===== src/rtl/regfile_pkg.sv =====
// ---------------------------------------------------------------------
// regfile_pkg : shared op codes, sizes and operand-usage helpers. Rev 1.0
// ---------------------------------------------------------------------
`default_nettype none

package regfile_pkg;
   localparam int NREGS = 4;
   localparam int W     = 16;
   localparam int AW    = 3;

   localparam logic [AW-1:0] NREGS_A = AW'(NREGS);

   localparam logic [2:0] OP_ADD  = 3'd0;
   localparam logic [2:0] OP_SUB  = 3'd1;
   localparam logic [2:0] OP_AND  = 3'd2;
   localparam logic [2:0] OP_OR   = 3'd3;
   localparam logic [2:0] OP_XOR  = 3'd4;
   localparam logic [2:0] OP_LI   = 3'd5;
   localparam logic [2:0] OP_ADDI = 3'd6;
   localparam logic [2:0] OP_MOV  = 3'd7;

   function automatic logic uses_a(input logic [2:0] op);
      return op != OP_LI;
   endfunction

   function automatic logic uses_b(input logic [2:0] op);
      return op <= OP_XOR;
   endfunction

   function automatic logic addr_ok(input logic [AW-1:0] a);
      return a < NREGS_A;
   endfunction
endpackage

`default_nettype wire


===== src/rtl/regfile_alu_issue_alu.sv =====
// ---------------------------------------------------------------------
// regfile_alu_issue_alu : combinational ALU, results modulo 2^W. Rev 1.0
// ---------------------------------------------------------------------
`default_nettype none

module regfile_alu_issue_alu
   import regfile_pkg::*;
(
   input  logic [2:0]   op_code,
   input  logic [W-1:0] a,
   input  logic [W-1:0] b,
   input  logic [W-1:0] imm,
   output logic [W-1:0] result
);

   always_comb begin
      result = '0;
      case (op_code)
         OP_ADD:  result = a + b;
         OP_SUB:  result = a - b;
         OP_AND:  result = a & b;
         OP_OR:   result = a | b;
         OP_XOR:  result = a ^ b;
         OP_LI:   result = imm;
         OP_ADDI: result = a + imm;
         OP_MOV:  result = a;
         default: result = '0;
      endcase
   end

endmodule

`default_nettype wire


===== src/rtl/regfile_alu_issue.sv =====
// ---------------------------------------------------------------------
// regfile_alu_issue : ALU issue + registered write-back to a 4x16 register
// file; REGFILE_ALU_ISSUE_FORWARD_EN selects forwarding instead of a stall. Rev 1.0
// ---------------------------------------------------------------------
`default_nettype none

module regfile_alu_issue
   import regfile_pkg::*;
(
   input  logic          clk,
   input  logic          reset,
   input  logic          op_valid,
   output logic          op_ready,
   input  logic [2:0]    op_code,
   input  logic [2:0]    op_rd,
   input  logic [2:0]    op_rs,
   input  logic [2:0]    op_rt,
   input  logic [W-1:0]  op_imm,
   output logic [2:0]    rf_raA,
   input  logic [W-1:0]  rf_rdA,
   output logic [2:0]    rf_raB,
   input  logic [W-1:0]  rf_rdB,
   output logic          rf_w,
   output logic [2:0]    rf_wa,
   output logic [W-1:0]  rf_wd,
   output logic          res_valid,
   output logic [W-1:0]  res_data,
   output logic          op_err,
   output logic [15:0]   retired
);

   logic         wb_w;
   logic         use_a;
   logic         use_b;
   logic         rs_ok;
   logic         rt_ok;
   logic         rd_ok;
   logic         hz_a;
   logic         hz_b;
   logic         accept;
   logic         err;
   logic [W-1:0] opnd_a;
   logic [W-1:0] opnd_b;
   logic [W-1:0] alu_res;

   assign rf_raA = op_rs;
   assign rf_raB = op_rt;

   assign use_a = uses_a(op_code);
   assign use_b = uses_b(op_code);
   assign rs_ok = addr_ok(op_rs);
   assign rt_ok = addr_ok(op_rt);
   assign rd_ok = addr_ok(op_rd);

   // wb_w already implies rf_wa is an implemented register
   assign hz_a = wb_w && use_a && (op_rs == rf_wa);
   assign hz_b = wb_w && use_b && (op_rt == rf_wa);

`ifdef REGFILE_ALU_ISSUE_FORWARD_EN
   assign opnd_a   = hz_a ? rf_wd : (rs_ok ? rf_rdA : '0);
   assign opnd_b   = hz_b ? rf_wd : (rt_ok ? rf_rdB : '0);
   assign op_ready = !reset;
`else
   assign opnd_a   = rs_ok ? rf_rdA : '0;
   assign opnd_b   = rt_ok ? rf_rdB : '0;
   assign op_ready = !reset && !(hz_a || hz_b);
`endif

   assign accept = op_valid && op_ready;
   assign err    = !rd_ok || (use_a && !rs_ok) || (use_b && !rt_ok);

   regfile_alu_issue_alu u_alu (
      .op_code (op_code),
      .a       (opnd_a),
      .b       (opnd_b),
      .imm     (op_imm),
      .result  (alu_res)
   );

   // a reset arriving during the write-back cycle must block the commit
   assign rf_w = wb_w && !reset;

   always_ff @(posedge clk) begin
      if (reset) begin
         wb_w      <= 1'b0;
         rf_wa     <= '0;
         rf_wd     <= '0;
         res_valid <= 1'b0;
         res_data  <= '0;
         op_err    <= 1'b0;
         retired   <= '0;
      end else begin
         wb_w      <= accept && (op_code != OP_MOV) && rd_ok;
         res_valid <= accept;
         op_err    <= accept && err;
         if (accept) begin
            rf_wa    <= op_rd;
            rf_wd    <= alu_res;
            res_data <= alu_res;
            retired  <= retired + 16'd1;
         end
      end
   end

endmodule

`default_nettype wire


===== config.mk =====
export PLATFORM = sky130hd
export DESIGN_NAME = regfile_alu_issue
export DESIGN_NICKNAME = d
export VERILOG_FILES = /design/src/rtl/regfile_pkg.sv /design/src/rtl/regfile_alu_issue_alu.sv /design/src/rtl/regfile_alu_issue.sv
export SDC_FILE = /design/constraint.sdc
export NUM_CORES = 1
export LEC_CHECK = 0
export CAP_MARGIN = 20
export CELL_PAD_IN_SITES_DETAIL_PLACEMENT = 1
export CELL_PAD_IN_SITES_GLOBAL_PLACEMENT = 2
export CORE_MARGIN = 2
export CORE_UTILIZATION = 28
export DETAILED_ROUTE_END_ITERATION = 10
export GPL_TIMING_DRIVEN = 1
export PLACE_DENSITY = 0.95
export SETUP_SLACK_MARGIN = 0.1
export SYNTH_ARGS = -nofsm -noshare
export SYNTH_HDL_FRONTEND = slang
export SYNTH_SLANG_ARGS = --single-unit

===== constraint.sdc =====
create_clock -name clk -period 6 [get_ports clk]
set_input_delay 0.9 -clock clk [delete_from_list [all_inputs] [get_ports clk]]
set_output_delay 0.9 -clock clk [all_outputs]
set_load 0.01 [all_outputs]

==> metrics.csv, run 1 <==
metric,value,unit
outcome,finished clean,
hold slack,483.4,ps
crit path from,rf_rdB[4],
Clock Tree Buf Depth,2,
arrival time of the worst setup path,5030,ps
drt via density,5.616,
antenna cells,0,
Hold WC Path Type,flop to flop,
WL final,18010,um
Final Skew,4.660,ps
length in cells of the worst reg-to-reg path,9,
RSZ-0062 raised after global routing,false,
Layout area overhead,32.79,%
switching part of the total power,0.3576,
Core Footprint,15200,um2
pin count of the biggest net entering global routing,39,
Async SR Flop Fraction,0,
worst flop-to-flop path startpoint,rf_wa[2]$_SDFFE_PP0P_,
final worst setup slack,1200,ps
area of the mapped netlist,4358,um2
pre-CTS WS,930.1,ps
# port buffers,123,
CTS tree,yes,
Setup Total Neg Slack,0,ps
max_slew headroom,0.3853,
count of cell types in the netlist,58,
Max rail drop VDD,0.0001033,V
max-slew violation count,0,
final setup fails,0,
die area,16580,um2
CTS Root Cell,clkbuf_16,
Die Wd,128.8,um
"Net Count, Synth",736,
clock buffer count from CTS,5,
Pint,0.0006115,W
final hold viol count,0,
Clk network pwr share,0.286,
leak pwr,2.440,nW
worst skew pair latency,290,ps
FF/Latch Area,760.7,um2
fmax,208.3,MHz
share of the clock period used by the worst path,0.8000,
"EDFF count, synth",0,
FILL cells,1894,
first-pass GRT wire length,27860,um
post-synthesis sequential area ratio,0.1746,
CTS Sinks,38,
Syn Area/Cell,6.962,um2
H-tree levels,2,
Post-CTS Hold Buffers,0,
sequential power share,0.296,
measured slew at the worst slew-check pin,918.6,ps
synth warn,0,
# IOs,124,
GRT Util Overall,0.2154,
Final #Nets,825,
FP Rows,45,
CTS resizes,0,
Die H,128.8,um
Final GP Congestion,0.9254,
"setup slack, reg-to-reg",3700,ps
fin crit period,4800,ps
clock-pin slew on the worst setup and hold paths,60,ps
max cap viols,0,
worst setup path class,primary input to flop,
Worst setup SP type,primary input,
"Req. time, crit path",6230,ps
post-route ant nets,0,
multi-input gate area in the final layout,3127,um2
Worst Hold End,res_data[3]$_SDFFE_PP0P_,
Synth Flop Type,dfxtp_1,
hold path startpoint,res_data[3]$_SDFFE_PP0P_,
routed vias,5077,
DR iter-0 viols,278,
Initial Util,0.2867,
Psw,0.0003403,W
reg2reg end,retired[12]$_SDFFE_PP0P_,
Seq cells post-synth,38,
Setup Buffers After CTS,0,
vias in the first global route,5321,
CP endpoint kind,flop,
Cells after Synth,626,
share of cells above drive strength 1,0.04330,
Detailed Routing Iterations Pass 1,5,
initial antenna violation count,0,
Combinational Power Share,0.419,
post-DP HPWL,14190,um
power per cell area,164.5,nW/um2
Hold Path Stages,2,
detailed-route DRC error count,0,
WL/cell,19.92,um
Overflow after GRT,0,
worst-path maximum fanout,6,
## registers in the layout, summed over array words and instances (netlist names)
register	cells
wb_w	1
res_valid	1
retired	16
res_data	16
op_err	1
rf_wa	3
## kinds of logic (layout without fill, tap and decap cells)
kind of cell | Yosys count | in the layout | synth area share
buffers and inverters | 101 | 191 | 0.1080
AOI/OAI and AO/OA | 185 | 185 | 0.2690
xor gates and xnor gates | 32 | 32 | 0.06431
DFF | 38 | 38 | 0.1746
adders and majority gates | 47 | 47 | 0.1367
muxes | 4 | 4 | 0.009188
and+or+nand+nor | 219 | 219 | 0.2383
## per-stage QoR
step,util,power [W],instance area (um2),instances
2_1_floorplan,-,0.0005129,4358,626
4_1_cts,0.3799,0.0009542,5776,903
3_5_place_dp,0.3700,0.0006806,5624,895
5_1_grt,0.3807,0.001009,5787,904
6_report,0.3807,0.0009518,5787,904
3_3_place_gp,0.3700,0.0006657,5624,895
## power groups by stage
| stage | clock, W | combinational (W) | sequential, W |
|---|---|---|---|
| floorplan | 0 | 0.000222 | 0.000290 |
| global placement | 0 | 0.000379 | 0.000286 |
| detailed placement | 0 | 0.000393 | 0.000288 |
| CTS | 0.000276 | 0.000396 | 0.000282 |
| global route | 0.000289 | 0.000436 | 0.000284 |
| finish | 0.000272 | 0.000399 | 0.000282 |
## cell usage in the layout (no fill, tap or decap), types with 3 or more instances in the layout
master / synthesis / routed
nand2b_1: 17 / 17
xnor2_1: 16 / 16
a31oi_1: 6 / 6
a22oi_1: 5 / 5
a221o_1: 3 / 3
or3_1: 5 / 5
mux2i_1: 4 / 4
nor3b_1: 3 / 3
o21ai_1: 8 / 8
nand2_1: 62 / 62
nor2b_1: 4 / 4
a311oi_1: 6 / 6
nand3_1: 16 / 16
ha_1: 46 / 46
clkdlybuf4s50_1: 0 / 123
o21ai_0: 46 / 46
a211oi_1: 6 / 6
a221oi_1: 9 / 9
xor2_1: 16 / 16
o22ai_1: 11 / 11
a21o_1: 6 / 6
o221ai_1: 10 / 10
buf_4: 22 / 13
inv_1: 44 / 44
clkbuf_16: 0 / 5
and3_1: 8 / 8
dfxtp_1: 38 / 38
a21oi_1: 49 / 49
nor3_1: 12 / 12
nor2_1: 66 / 66
nand4_1: 15 / 15
## worst max-delay path: stages
cell and delay (ps):
clkdlybuf4s50_1 440, nor3_2 260, nand2_1 130, or4_1 500
or3_1 360, or2_0 210, a21oi_1 140, a311oi_1 70
ha_1 410, and3_4 230, a221oi_2 290, a21bo_2 300
or3_1 370, nand3_1 100, nor4_1 50, and4bb_1 260
## Yosys cell counts, drive strengths merged (4+ instances only)
library cell / instances / area, um2
and3: 9 / 61.31
nor2: 67 / 254.0
o22ai: 11 / 68.82
inv: 46 / 172.7
a22oi: 5 / 37.54
mux2i: 4 / 40.04
clkbuf: 21 / 78.83
a211oi: 6 / 45.04
ha: 46 / 575.6
nor3: 13 / 70.07
o221ai: 10 / 87.58
dfxtp: 38 / 760.7
a221oi: 10 / 93.84
or3: 5 / 31.28
a21oi: 49 / 245.2
o21ai: 54 / 270.3
a311oi: 6 / 52.55
xnor2: 16 / 140.1
nand4: 15 / 93.84
nand3: 16 / 80.08
a31oi: 6 / 37.54
a21o: 6 / 45.04
nand2b: 17 / 106.4
xor2: 16 / 140.1
buf: 34 / 219.0
nor2b: 4 / 25.02
nand2: 62 / 232.7
## routing by layer
metal | wire length, um | vias to the layer above | track usage
met2 | 8389 | 190 | 0.3713
met5 | 0 | - | 0
met3 | 1203 | 39 | 0.03992
met4 | 684 | 0 | 0.09207
li1 | - | 2386 | -
met1 | 7728 | 2462 | 0.2625
## worst max path at each step
stage               slack (ps)  depth (start not counted)                         to
detailed placement         930                         16  res_data[15]$_SDFFE_PP0P_
global placement          1030                         16  res_data[15]$_SDFFE_PP0P_
floorplan                 1720                         15  res_data[15]$_SDFFE_PP0P_
CTS                       1220                         16  res_data[15]$_SDFFE_PP0P_
finish                    1200                         16  res_data[15]$_SDFFE_PP0P_
global route               980                         15  res_data[15]$_SDFFE_PP0P_
## cell type report
type                    instances  area share
clock buffers                   6     0.02400
multi-input cells             487      0.5403
repair buffers                137      0.2316
inverters                      46     0.02984
flip-flops and latches         38      0.1315
clock inverters                 2    0.002162
well taps                     188     0.04065
(Power assumes the default switching activity.)
==> inputs of run 2 (changes only) <==
--- a/config.mk
+++ b/config.mk
@@ -9,10 +9,10 @@
 export CELL_PAD_IN_SITES_DETAIL_PLACEMENT = 1
 export CELL_PAD_IN_SITES_GLOBAL_PLACEMENT = 2
 export CORE_MARGIN = 2
-export CORE_UTILIZATION = 28
+export CORE_UTILIZATION = 24
 export DETAILED_ROUTE_END_ITERATION = 10
 export GPL_TIMING_DRIVEN = 1
-export PLACE_DENSITY = 0.95
+export PLACE_DENSITY = 0.89
 export SETUP_SLACK_MARGIN = 0.1
 export SYNTH_ARGS = -nofsm -noshare
 export SYNTH_HDL_FRONTEND = slang
==> constraint.sdc (replaced) <==
create_clock -name clk -period 4.1 [get_ports clk]
set_input_delay 0.615 -clock clk [delete_from_list [all_inputs] [get_ports clk]]
set_output_delay 0.615 -clock clk [all_outputs]
set_load 0.01 [all_outputs]
==> run 2 against run 1 <==
Against the previous run: final area rose by 15%; clock power grew 90%; flip-flop and latch count stayed put; critical path type unchanged; first-iteration DRC count decreased by 0.72%; combinational power rose by 68%; worst hold slack better by 2.5 ps; critical endpoint unchanged.
==> metrics.csv, run 2 (synthesis results as in run 1) <==
metric,value,unit,change
post-DP HPWL,14740,um,+3.9%
"most common cell after layout, fill and taps aside",clkdlybuf4s50_1,,
DR iter-0 viols,276,,-0.72%
# port buffers,123,,unchanged
Die Wd,138.8,um,+7.8%
Final #Nets,908,,+10%
fin crit period,3943,ps,
routed vias,5266,,+3.7%
Pint,0.001084,W,+77%
CTS Sinks,38,,unchanged
Worst setup SP type,primary input,,
measured slew at the worst slew-check pin,791.7,ps,-126.9 ps
clock-pin slew on the worst setup and hold paths,60,ps,about the same
share of the clock period used by the worst path,0.9618,,
leak pwr,2.900,nW,+19%
# IOs,124,,unchanged
worst setup path class,primary input to flop,,
Clk network pwr share,0.323,,+0.037
Overflow after GRT,0,,unchanged
Pwr Total,0.001598,W,+68%
FP Rows,49,,+8.9%
WL final,18500,um,+2.7%
worst skew pair latency,280,ps,about the same
die area,19250,um2,+16%
sequential power share,0.258,,-0.038
Max rail drop VDD,0.0001738,V,+68%
Detailed Routing Iterations Pass 1,4,,-1
H-tree levels,2,,unchanged
antenna cells,0,,unchanged
"setup slack, reg-to-reg",1970,ps,-1730 ps
Clock Tree Buf Depth,2,,unchanged
post-route ant nets,0,,unchanged
GRT Util Overall,0.1891,,-0.02623
WL/cell,17.99,um,-9.7%
Final Skew,5.097,ps,+0.4369 ps
clock buffer count from CTS,5,,unchanged
pin count of the biggest net entering global routing,39,,unchanged
CTS Root Cell,clkbuf_16,,
DP Cell Count,1000,,+12%
outcome,finished clean,,
max-slew violation count,0,,unchanged
detailed-route DRC error count,0,,unchanged
Core Footprint,17900,um2,+18%
CP endpoint kind,flop,,
Combinational Power Share,0.419,,about the same
FILL cells,2213,,+17%
drt via density,5.123,,-8.8%
final setup fails,0,,unchanged
Layout area overhead,52.17,%,
vias in the first global route,5308,,-0.24%
fmax,253.6,MHz,
Final Util,0.3704,,-0.01024
Hold WC Path Type,flop to flop,,
"commonest non-fill, non-tap cells in the layout","clkdlybuf4s50_1, buf_4, nor2_1",,
worst-path maximum fanout,3,,-3
max cap viols,0,,unchanged
final worst setup slack,156.8,ps,-1043 ps
Setup Total Neg Slack,0,ps,unchanged
initial antenna violation count,0,,unchanged
CTS tree,yes,,
Die H,138.8,um,+7.8%
first-pass GRT wire length,29050,um,+4.3%
switching part of the total power,0.3215,,-0.03608
power per cell area,241.0,nW/um2,+46%
final hold viol count,0,,unchanged
Post-Layout Cell Count,1028,,+14%
share of cells above drive strength 1,0.1665,,+0.1232
"Req. time, crit path",4280,ps,-1950 ps
arrival time of the worst setup path,4120,ps,-910 ps
Initial Util,0.2434,,-0.04324
Psw,0.0005137,W,+51%
max_slew headroom,0.4702,,+0.08491
Post-CTS Hold Buffers,0,,unchanged
top flop regs,"res_data x16, retired x16, rf_wa x3",,
Final GP Congestion,0.9522,,+2.9%
RSZ-0062 raised after global routing,true,,
pre-CTS WS,-537.8,ps,-1468 ps
run 2: cell types whose count changed in the layout (fill, tap and decap cells not counted), sizes merged:
cell	before	now
dlygate4sd2	0	2
clkbuf	6	7
clkdlybuf4s50	123	118
clkdlybuf4s15	0	2
buf	14	97
clkinv	1	0
bufinv	0	2
clkinvlp	1	0
run 2: timing repair:
item                                    in CTS  in global routing
setup buffers                               14                  6
gates cloned                                 0                  0
endpoints found under the setup margin       3                  6
gates resized for setup                     12                 24
pin swaps                                   15                 10
run 2: path summary, 6_finish.rpt:
check | start | end | cells past startpoint
min reg2reg | res_data[1]$_SDFFE_PP0P_ | res_data[1]$_SDFFE_PP0P_ | 2
max reg2reg | rf_wa[0]$_SDFFE_PP0P_ | retired[14]$_SDFFE_PP0P_ | 9
min | res_data[1]$_SDFFE_PP0P_ | res_data[1]$_SDFFE_PP0P_ | 2
max | rf_rdB[0] | res_data[15]$_SDFFE_PP0P_ | 16
run 2: worst max-delay path, cell delays in order:
cell,delay (ps)
dlygate4sd2_1,280
nor2_4,150
nand2_2,90
or4_4,490
or3_1,330
or2_1,230
a21oi_2,130
a311oi_1,60
ha_1,330
and3_4,170
a221oi_4,300
a21bo_4,270
or3_4,340
nand3_4,70
nand3_1,70
and4bb_1,190
run 2: stage by stage:
stage | hold slack (ps) | instance area, um2
after floorplan | 488.4 | 4358
after global placement | 472.7 | 6181
after detailed placement | 483.0 | 6181
after CTS | 493.1 | 6496
after global routing | 519.7 | 6631
final | 486.0 | 6631
run 2: power groups by stage:
| stage | clock network (W) | registers [W] | logic [W] |
|---|---|---|---|
| finish | 0.000516 | 0.000412 | 0.000670 |
| global route | 0.000553 | 0.000415 | 0.000733 |
| CTS | 0.000527 | 0.000413 | 0.000643 |
| detailed placement | 0 | 0.000420 | 0.000631 |
| global placement | 0 | 0.000420 | 0.000624 |
| floorplan | 0 | 0.000425 | 0.000326 |
run 2: area by class of cell:
cell class | count | area [um2] | share of cell area
Multi-Input combinational cell | 487 | 3234 | 0.4877
Inverter | 46 | 172.7 | 0.02604
Timing Repair Buffer | 220 | 1978 | 0.2983
Sequential cell | 38 | 760.7 | 0.1147
Tap cell | 229 | 286.5 | 0.04321
Clock buffer | 6 | 138.9 | 0.02094
Clock inverter | 2 | 60.06 | 0.009057
run 2: metal layers:
| metal | vias to the layer above | wire [um] | GRT usage |
|---|---|---|---|
| met3 | 22 | 863 | 0.02417 |
| met4 | 0 | 354 | 0.05051 |
| met1 | 2510 | 8514 | 0.2529 |
| met2 | 176 | 8762 | 0.3223 |
| li1 | 2558 | - | - |
| met5 | - | 0 | 0 |
==> inputs of run 3 (changes only) <==
--- a/config.mk
+++ b/config.mk
@@ -9,10 +9,12 @@
 export CELL_PAD_IN_SITES_DETAIL_PLACEMENT = 1
 export CELL_PAD_IN_SITES_GLOBAL_PLACEMENT = 2
 export CORE_MARGIN = 2
-export CORE_UTILIZATION = 24
+export CORE_UTILIZATION = 32
+export CTS_BUF_LIST = sky130_fd_sc_hd__clkbuf_2 sky130_fd_sc_hd__clkbuf_4 sky130_fd_sc_hd__clkbuf_8
 export DETAILED_ROUTE_END_ITERATION = 10
+export DONT_BUFFER_PORTS = 1
 export GPL_TIMING_DRIVEN = 1
-export PLACE_DENSITY = 0.89
+export PLACE_DENSITY = 0.88
 export SETUP_SLACK_MARGIN = 0.1
 export SYNTH_ARGS = -nofsm -noshare
 export SYNTH_HDL_FRONTEND = slang
==> run 3 against run 2 <==
Against the previous run: clock power decreased by 38%; setup slack improved by 140 ps; count of clock-buffer cells in the layout unchanged; total power decreased by 28%; via count decreased by 15%; flip-flop and latch count unchanged; maximum frequency increased by 3.6%; critical path type unchanged.
==> metrics.csv, run 3 (synthesis results as in run 1) <==
metric,value,unit,change
clock-pin slew on the worst setup and hold paths,70,ps,about the same
Finished Cell Area,4551,um2,-31%
Core Footprint,13300,um2,-26%
length in cells of the worst reg-to-reg path,10,,+1
sequential power share,0.378,,+0.120
Hold WC Path Type,primary input to flop,,
top flop regs,"res_data x16, retired x16, rf_wa x3",,
RSZ-0062 raised after global routing,false,,
outcome,finished clean,,
pin count of the biggest net entering global routing,39,,unchanged
Pint,0.0007385,W,-32%
# port buffers,0,,-100%
CTS Sinks,38,,unchanged
"setup slack, reg-to-reg",1550,ps,-420 ps
Final GP Congestion,0.9501,,-0.22%
# IOs,124,,unchanged
Die Wd,120.7,um,-13%
Worst setup SP type,primary input,,
detailed-route DRC error count,0,,unchanged
"most common cell after layout, fill and taps aside",nor2_1,,
worst flop-to-flop path startpoint,rf_wa[2]$_SDFFE_PP0P_,,
Overflow after GRT,0,,unchanged
CTS resizes,0,,-12
fin crit period,3806,ps,-136.9 ps
H-tree levels,2,,unchanged
post-route ant nets,0,,unchanged
WL final,16250,um,-12%
vias in the first global route,4703,,-11%
switching part of the total power,0.3540,,+0.03254
leak pwr,1.998,nW,-31%
CTS Root Cell,clkbuf_8,,
die area,14570,um2,-24%
post-DP HPWL,12920,um,-12%
Initial Util,0.3278,,+0.08435
share of cells above drive strength 1,0.06177,,-0.1047
reg2reg end,retired[13]$_SDFFE_PP0P_,,
Hold Path Stages,1,,-1
final setup fails,0,,unchanged
Clock Tree Buf Depth,2,,unchanged
arrival time of the worst setup path,4030,ps,-90 ps
CTS tree,yes,,
max_slew headroom,0.2470,,-0.2233
Setup Buffers After CTS,0,,-14
WL/cell,20.96,um,+17%
Post-CTS Hold Buffers,0,,unchanged
Layout area overhead,4.421,%,
Detailed Routing Iterations Pass 1,4,,unchanged
Psw,0.0004047,W,-21%
Die H,120.7,um,-13%
Placed Area,4438,um2,-28%
power per cell area,251.2,nW/um2,+4.3%
GRT Util Overall,0.2225,,+0.03338
drt via density,5.777,,+13%
fmax,262.7,MHz,+3.6%
Combinational Power Share,0.342,,-0.077
"commonest non-fill, non-tap cells in the layout","nor2_1, nand2_1, a21oi_1",,
max-slew violation count,0,,unchanged
CP endpoint kind,flop,,
initial antenna violation count,0,,unchanged
FILL cells,1684,,-24%
measured slew at the worst slew-check pin,1125,ps,+333.7 ps
clock buffer count from CTS,5,,unchanged
share of the clock period used by the worst path,0.9284,,-0.03339
worst skew pair latency,280,ps,about the same
worst-path maximum fanout,3,,unchanged
hold path startpoint,reset,,
final hold viol count,0,,unchanged
DR iter-0 viols,191,,-31%
first-pass GRT wire length,25560,um,-12%
Final #Nets,709,,-22%
Setup Total Neg Slack,0,ps,unchanged
"Req. time, crit path",4330,ps,+50 ps
worst setup path class,primary input to flop,,
FP Rows,42,,-14%
Clk network pwr share,0.280,,-0.043
Worst Hold End,res_data[1]$_SDFFE_PP0P_,,
max cap viols,0,,unchanged
Post-Layout Cell Count,775,,-25%
routed vias,4477,,-15%
antenna cells,0,,unchanged
DP Cell Count,768,,-23%
Final Skew,7.926,ps,+2.829 ps
Max rail drop VDD,0.0001181,V,-32%
==> run 3: how the worst max path moves through the flow <==
stage,startpoint,endpoint,slack [ps],depth (start not counted)
after floorplan,rf_rdB[4],res_data[15]$_SDFFE_PP0P_,110,15
after global placement,rf_rdB[4],res_data[15]$_SDFFE_PP0P_,80,15
after detailed placement,rf_rdB[4],res_data[15]$_SDFFE_PP0P_,20,15
after CTS,rf_rdB[4],res_data[15]$_SDFFE_PP0P_,320,15
after global routing,rf_rdB[4],res_data[15]$_SDFFE_PP0P_,130,15
final,rf_rdB[4],res_data[15]$_SDFFE_PP0P_,290,15
==> run 3: layer usage <==
layer	wire, um	global-route usage	vias to the layer above
met5	0	0	-
li1	-	-	2149
met2	7565	0.3761	170
met1	7306	0.2912	2138
met4	272	0.04942	0
met3	1102	0.04528	20
==> run 3: final cells by class <==
type | count | area (um2) | share of cell area
Timing Repair Buffer | 21 | 157.7 | 0.03464
Sequential cell | 38 | 760.7 | 0.1672
Multi-Input combinational cell | 487 | 3127 | 0.6871
Inverter | 46 | 172.7 | 0.03794
Tap cell | 176 | 220.2 | 0.04839
Clock buffer | 6 | 82.58 | 0.01815
Clock inverter | 1 | 30.03 | 0.006599
==> run 3: power groups by stage <==
stage | Clock, W | Sequential [W] | Combinational [W]
floorplan | 0 | 0.000425 | 0.000326
global placement | 0 | 0.000442 | 0.000369
detailed placement | 0 | 0.000442 | 0.000384
CTS | 0.000334 | 0.000434 | 0.000387
global route | 0.000344 | 0.000438 | 0.000435
finish | 0.000320 | 0.000433 | 0.000391
==> run 3: worst max-delay path: stages <==
cell,delay [ps]
nor3_2,200
nand2_1,140
or4_1,440
or3_1,340
or2_0,200
a21oi_1,140
a311oi_1,70
ha_1,330
and3_4,200
a221oi_2,280
a21bo_2,260
or3_1,370
nand3_1,120
nor4_1,60
and4bb_1,270
==> run 3: metrics by stage <==
step | setup WS (ps) | total power [W] | utilization | hold WS [ps]
4_1_cts | 319.1 | 0.001155 | 0.3423 | 376.8
3_5_place_dp | 18.82 | 0.0008261 | 0.3338 | 560.1
2_1_floorplan | 108.7 | 0.0007506 | - | 488.4
3_3_place_gp | 77.55 | 0.0008114 | 0.3338 | 541.3
5_1_grt | 130.3 | 0.001217 | 0.3423 | 371.8
6_report | 293.7 | 0.001143 | 0.3423 | 393.3
